<file path="src/rtl/bitstream_pkg.sv">
// Shared types for the bitstream writer (and, later, the reader).
package bitstream_pkg;

    typedef enum logic [1:0] {
        IDLE = 2'd0,
        SEND = 2'd1,
        DONE = 2'd2
    } t_bitstream_writer_state;

    typedef enum logic {
        BIT_ORDER_MSB_FIRST = 1'b0,
        BIT_ORDER_LSB_FIRST = 1'b1
    } t_bit_order;

endpackage

</file>
<file path="src/rtl/axi_stream_if.sv">
// 1-bit AXI-stream channel: master drives valid/data/last, slave drives ready.
interface axi_stream_if;

    logic tvalid;
    logic tready;
    logic tdata;
    logic tlast;

    modport master (output tvalid, output tdata, output tlast, input tready);
    modport slave  (input tvalid, input tdata, input tlast, output tready);

endinterface

</file>
<file path="src/rtl/bitstream_writer.sv">
// Serialises a parallel word onto a 1-bit AXI-stream, one bit per beat,
// flagging the final bit with tlast and pulsing done once it is accepted.
//
// state | meaning
// IDLE  | waiting for start; stream outputs low
// SEND  | presenting beats until the last one is accepted
// DONE  | one-cycle completion pulse, start ignored
module bitstream_writer
    import bitstream_pkg::*;
#(
    parameter int NUM_BITS_TO_WRITE = 8,
    parameter bit LSB_FIRST         = 1'b1
) (
    input  logic                         clk,
    input  logic                         rst_n,
    input  logic                         start,
    input  logic [NUM_BITS_TO_WRITE-1:0] bits,
    axi_stream_if.master                 bitstream,
    output logic                         busy,
    output logic                         done
);

    localparam int CW = (NUM_BITS_TO_WRITE > 1) ? $clog2(NUM_BITS_TO_WRITE) : 1;
    localparam logic [CW-1:0] LAST_BEAT = CW'(NUM_BITS_TO_WRITE - 1);
    localparam t_bit_order ORDER = LSB_FIRST ? BIT_ORDER_LSB_FIRST : BIT_ORDER_MSB_FIRST;

    t_bitstream_writer_state      r_state;
    logic [NUM_BITS_TO_WRITE-1:0] r_shift;
    logic [CW-1:0]                r_cnt;
    logic                         r_tvalid;
    logic                         r_tdata;
    logic                         r_tlast;
    logic                         r_busy;
    logic                         r_done;

    logic [NUM_BITS_TO_WRITE-1:0] w_shift_next;
    logic [CW-1:0]                w_cnt_next;
    logic                         w_accept;

    function automatic logic head_bit(input logic [NUM_BITS_TO_WRITE-1:0] v);
        return (ORDER == BIT_ORDER_LSB_FIRST) ? v[0] : v[NUM_BITS_TO_WRITE-1];
    endfunction

    always_comb begin
        w_accept   = r_tvalid & bitstream.tready;
        w_cnt_next = r_cnt + CW'(1);
        if (ORDER == BIT_ORDER_LSB_FIRST)
            w_shift_next = r_shift >> 1;
        else
            w_shift_next = r_shift << 1;
    end

    // tdata/tlast are registered one step ahead so they always reflect the
    // head of the shift register and the counter without a combinational path.
    always_ff @(posedge clk) begin
        if (!rst_n) begin
            r_state  <= IDLE;
            r_shift  <= '0;
            r_cnt    <= '0;
            r_tvalid <= 1'b0;
            r_tdata  <= 1'b0;
            r_tlast  <= 1'b0;
            r_busy   <= 1'b0;
            r_done   <= 1'b0;
        end else begin
            case (r_state)
                IDLE: begin
                    if (start) begin
                        r_state  <= SEND;
                        r_shift  <= bits;
                        r_cnt    <= '0;
                        r_tvalid <= 1'b1;
                        r_tdata  <= head_bit(bits);
                        r_tlast  <= (LAST_BEAT == '0);
                        r_busy   <= 1'b1;
                    end
                end
                SEND: begin
                    if (w_accept) begin
                        r_shift <= w_shift_next;
                        if (r_tlast) begin
                            r_state  <= DONE;
                            r_tvalid <= 1'b0;
                            r_tdata  <= 1'b0;
                            r_tlast  <= 1'b0;
                            r_done   <= 1'b1;
                        end else begin
                            r_cnt   <= w_cnt_next;
                            r_tdata <= head_bit(w_shift_next);
                            r_tlast <= (w_cnt_next == LAST_BEAT);
                        end
                    end
                end
                DONE: begin
                    r_state <= IDLE;
                    r_done  <= 1'b0;
                    r_busy  <= 1'b0;
                end
                default: begin
                    r_state  <= IDLE;
                    r_tvalid <= 1'b0;
                    r_tdata  <= 1'b0;
                    r_tlast  <= 1'b0;
                    r_busy   <= 1'b0;
                    r_done   <= 1'b0;
                end
            endcase
        end
    end

    assign bitstream.tvalid = r_tvalid;
    assign bitstream.tdata  = r_tdata;
    assign bitstream.tlast  = r_tlast;
    assign busy             = r_busy;
    assign done             = r_done;

endmodule

</file>
<file path="src/flat_wrapper.sv">
// flat-port wrapper written by rule: the top's interface ports become plain ports
module bitstream_writer_flat import bitstream_pkg::*;
#(
    parameter int NUM_BITS_TO_WRITE = 8,
    parameter bit LSB_FIRST         = 1'b1
)
  (clk, rst_n, start, bits, busy, done, bitstream_tvalid, bitstream_tdata, bitstream_tlast, bitstream_tready);
  axi_stream_if bitstream_i ();
  input  logic clk;
  input  logic rst_n;
  input  logic start;
  input  logic [NUM_BITS_TO_WRITE-1:0] bits;
  output logic busy;
  output logic done;
  output wire logic [$bits(bitstream_i.tvalid)-1:0] bitstream_tvalid;
  output wire logic [$bits(bitstream_i.tdata)-1:0] bitstream_tdata;
  output wire logic [$bits(bitstream_i.tlast)-1:0] bitstream_tlast;
  input wire logic [$bits(bitstream_i.tready)-1:0] bitstream_tready;
  assign bitstream_tvalid = bitstream_i.tvalid;
  assign bitstream_tdata = bitstream_i.tdata;
  assign bitstream_tlast = bitstream_i.tlast;
  assign bitstream_i.tready = bitstream_tready;
  bitstream_writer #(.NUM_BITS_TO_WRITE(NUM_BITS_TO_WRITE), .LSB_FIRST(LSB_FIRST)) u_core (.clk(clk), .rst_n(rst_n), .start(start), .bits(bits), .bitstream(bitstream_i), .busy(busy), .done(done));
endmodule
</file>
<file path="config.mk">
export PLATFORM = sky130hd
export DESIGN_NAME = bitstream_writer_flat
export DESIGN_NICKNAME = d
export VERILOG_FILES = /design/src/rtl/bitstream_pkg.sv /design/src/rtl/axi_stream_if.sv /design/src/rtl/bitstream_writer.sv /design/src/flat_wrapper.sv
export SDC_FILE = /design/constraint.sdc
export NUM_CORES = 1
export LEC_CHECK = 0
export BUFFER_PORTS_ARGS = -buffer_cell sky130_fd_sc_hd__buf_2
export CAP_MARGIN = 20
export CORE_MARGIN = 2
export CORE_UTILIZATION = 35
export DETAILED_ROUTE_END_ITERATION = 10
export HOLD_SLACK_MARGIN = 0.05
export PLACE_DENSITY = 0.64
export SYNTH_ARGS = -nofsm -noshare
export SYNTH_HDL_FRONTEND = slang
export SYNTH_SLANG_ARGS = --single-unit
</file>
<file path="constraint.sdc">
create_clock -name clk -period 2 [get_ports clk]
set_input_delay 0.4 -clock clk [delete_from_list [all_inputs] [get_ports clk]]
set_output_delay 0.4 -clock clk [all_outputs]
set_load 0.005 [all_outputs]
</file>
==> metrics.yaml <==
placed_design:
  pre_cts_slack_ns: 0.510
  dpl_cell_area_um2: 938
  place.port_buffers: 16
  dp_hpwl_um: 1230
  placed_cells: 133
  place.gp.congestion: 0.740
yosys:
  synth-simple-area-share: 0.261
  yosys_register_bits: 17
  synth_area_per_cell_um2: 9.03
  synthXorXnorAreaFrac: 0.0104
  synth_compound_area_frac: 0.159
  postSynthCellCount: 93
  netlist_area_um2: 840
  synthMuxAreaShare: 0.0835
  ys_types: 32
  yosysSeqAreaShare: 0.405
  synth_top_family_by_area: "simple AND/OR/NAND/NOR gates"
  yosysWarnings: 0
  synthAdderAreaFrac: 0.0298
  syn-num-nets: 107
power:
  p_per_area_nw_per_um2: 681
  p_comb_frac: 0.143
  power_switching_mw: 0.174
  vdd_drop_max_uv: 261
  pwr-share-seq: 0.570
  totalPowerFinal_mw: 0.657
  switching_share: 0.266
  p_int_mw: 0.483
  p_leak_nw: 0.407
  clkPwrFrac: 0.286
routing:
  vias: 736
  routed.top_layer: "met4"
  firstDrtPassIters: 4
  finalWirelength_um: 1750
  drt_iter0_drc: 23
  wl_per_cell_um: 12.8
  drt-met1-wl_um: 858
  wl_met3_um: 50
  vias_per_cell: 5.37
  drc: 0
  wl_met2_um: 812
  drtAntennaViolNets: 0
timing:
  worstMarginPinSlew_ns: 0.442
  setup_tns_ns: 0
  slew_violations: 0
  fin_crit_sh: 0.775
  whs_ns: 0.379
  rsz0062_at_grt: "false"
  layout_setup_ws_ns: 0.450
  finalSetupViolCount: 0
  period_minus_slack_ns: 1.55
  fin_skew_ns: 0.0103
  relSlewSlack: 0.704
  final_hold_viol_count: 0
  max_freq_ghz: 0.645
worst_setup_path:
  cp-end-kind: "flop"
  cp.arrival_ns: 1.77
  cp_max_fo: 13
  max_stage_delay_ns: 0.59
  critPathKind: "flop to flop"
  crit_buf_inv: 0
  required_ns: 2.22
  cp-start-kind: "flop"
  cp_top_family: "simple AND/OR/NAND/NOR gates"
  crit_path_cell_trace: "nand4b_1 -> or4_1 -> a21oi_1"
  cp_slowest_cell: "dfxtp_1"
grt:
  grt_max_degree: 16
  grt_overflow: 0
  grt_pass1_wl_um: 2740
  grt_pass1_vias: 624
  antenna_found_initial: 0
  grt_usage: 0.135
final_layout:
  final_common_cell: "dfxtp_1"
  final_cells: 137
  fin_util: 0.432
  nFillCells: 234
  multi_input_area_um2: 457
  fin_area_um2: 965
  final_cell_mix: "dfxtp_1 (17), buf_2 (16), nor3_1 (8)"
  seqCellArea_um2: 340
  layout-drive-gt1-share: 0.211
  nets: 124
  antenna_cells: 0
  syn_to_final_growth_pct: 14.9
floorplan:
  num_rows: 17
  pin_count: 17
  fp.coreArea_um2: 2230
  die_w_um: 53.0
  die_h_um: 53.0
  dieArea_um2: 2810
  initial_core_util: 0.376
clock_network:
  clock_sinks: 17
  clk_pin_slew_ns: 0.11
  cts-resized-gates: 0
  cts-htree-levels: 1
  postCtsSetupBuffers: 0
  clockBufferDepth: 2
  clkLatencyLatePin_ns: 0.29
  cts_hold_buf: 0
  cts_root_buf: "clkbuf_4"
  cts_buffers: 3
  cts_tree: "yes"
run_status:
  status: "finished clean"
hold_path:
  hold_class: "input port to flop"
job:
  maxCapViolCount: 0
[registers in the layout (all words and copies together) (netlist names)]
name	count
u_core.bitstream.tlast	1
u_core.r_shift	7
u_core.bitstream.tdata	1
u_core.bitstream.tvalid	1
u_core.r_cnt	3
u_core.busy	1
u_core.done	1
u_core.r_state	2
[logic make-up after synthesis]
family,Yosys count
muxes,7
xor gates and xnor gates,1
adders and majority gates,2
AOI/OAI and AO/OA,20
DFF,17
buffers and inverters,10
and+or+nand+nor,36
[path summary, 6_finish.rpt]
path                                   startpoint                endpoint  slack [ns]  depth (start not counted)
worst max-delay path            u_core.r_state[0]         u_core.r_cnt[2]        0.45                          3
worst min-delay path                        rst_n  u_core.bitstream.tdata        0.38                          3
worst max register to register  u_core.r_state[0]         u_core.r_cnt[2]        0.45                          3
worst min register to register        u_core.busy             u_core.busy        0.45                          2
[tightest hold or removal path, delay by kind of cell]
family | cells | cell delay, ns
and+or+nand+nor | 1 | 0.06
AOI/OAI and AO/OA | 1 | 0.05
buffers and inverters | 1 | 0.12
[per-layer routing]
layer,up-vias,global-route usage
met1,340,0.180
li1,380,-
met3,5,0.0339
met4,0,0.0641
met5,-,0
met2,11,0.204
[power groups by stage]
stage | clock, mW | combinational (mW) | sequential (mW)
floorplan | 0 | 0.0690 | 0.377
global placement | 0 | 0.0941 | 0.382
detailed placement | 0 | 0.0945 | 0.383
CTS | 0.194 | 0.0953 | 0.375
global route | 0.204 | 0.105 | 0.378
finish | 0.188 | 0.0941 | 0.375
[synthesized netlist by cell type]
library cell,number,area [um^2]
nor4bb_1,1,10.0
a21oi_1,5,25.0
or4_1,2,15.0
o211ai_1,1,7.51
or3b_2,1,8.76
nor2b_1,1,6.26
and4_1,1,8.76
xnor2_1,1,8.76
nor3b_2,1,12.5
a21bo_2,1,10.0
and3b_1,1,8.76
o311ai_0,1,8.76
or3_1,2,12.5
o22ai_1,2,12.5
nor2_1,4,15.0
a211oi_1,6,45.0
nand2_1,5,18.8
mux2i_1,7,70.1
nand2b_1,4,25.0
nand3_1,2,10.0
a21o_1,1,7.51
buf_4,1,7.51
dfxtp_1,17,340
nor3_1,8,40.0
ha_1,2,25.0
nand4b_1,2,17.5
o21ai_0,1,5.00
clkbuf_1,3,11.3
a31oi_1,2,12.5
and4b_1,1,10.0
buf_2,1,5.00
inv_1,5,18.8
[area by class of cell]
type / count / area share
Multi-Input combinational cell: 66 / 0.473
Sequential cell: 17 / 0.353
Timing Repair Buffer: 17 / 0.0908
Tap cell: 28 / 0.0363
Clock buffer: 4 / 0.0272
Inverter: 5 / 0.0195
Note: power is estimated with default switching activity, not from simulation.
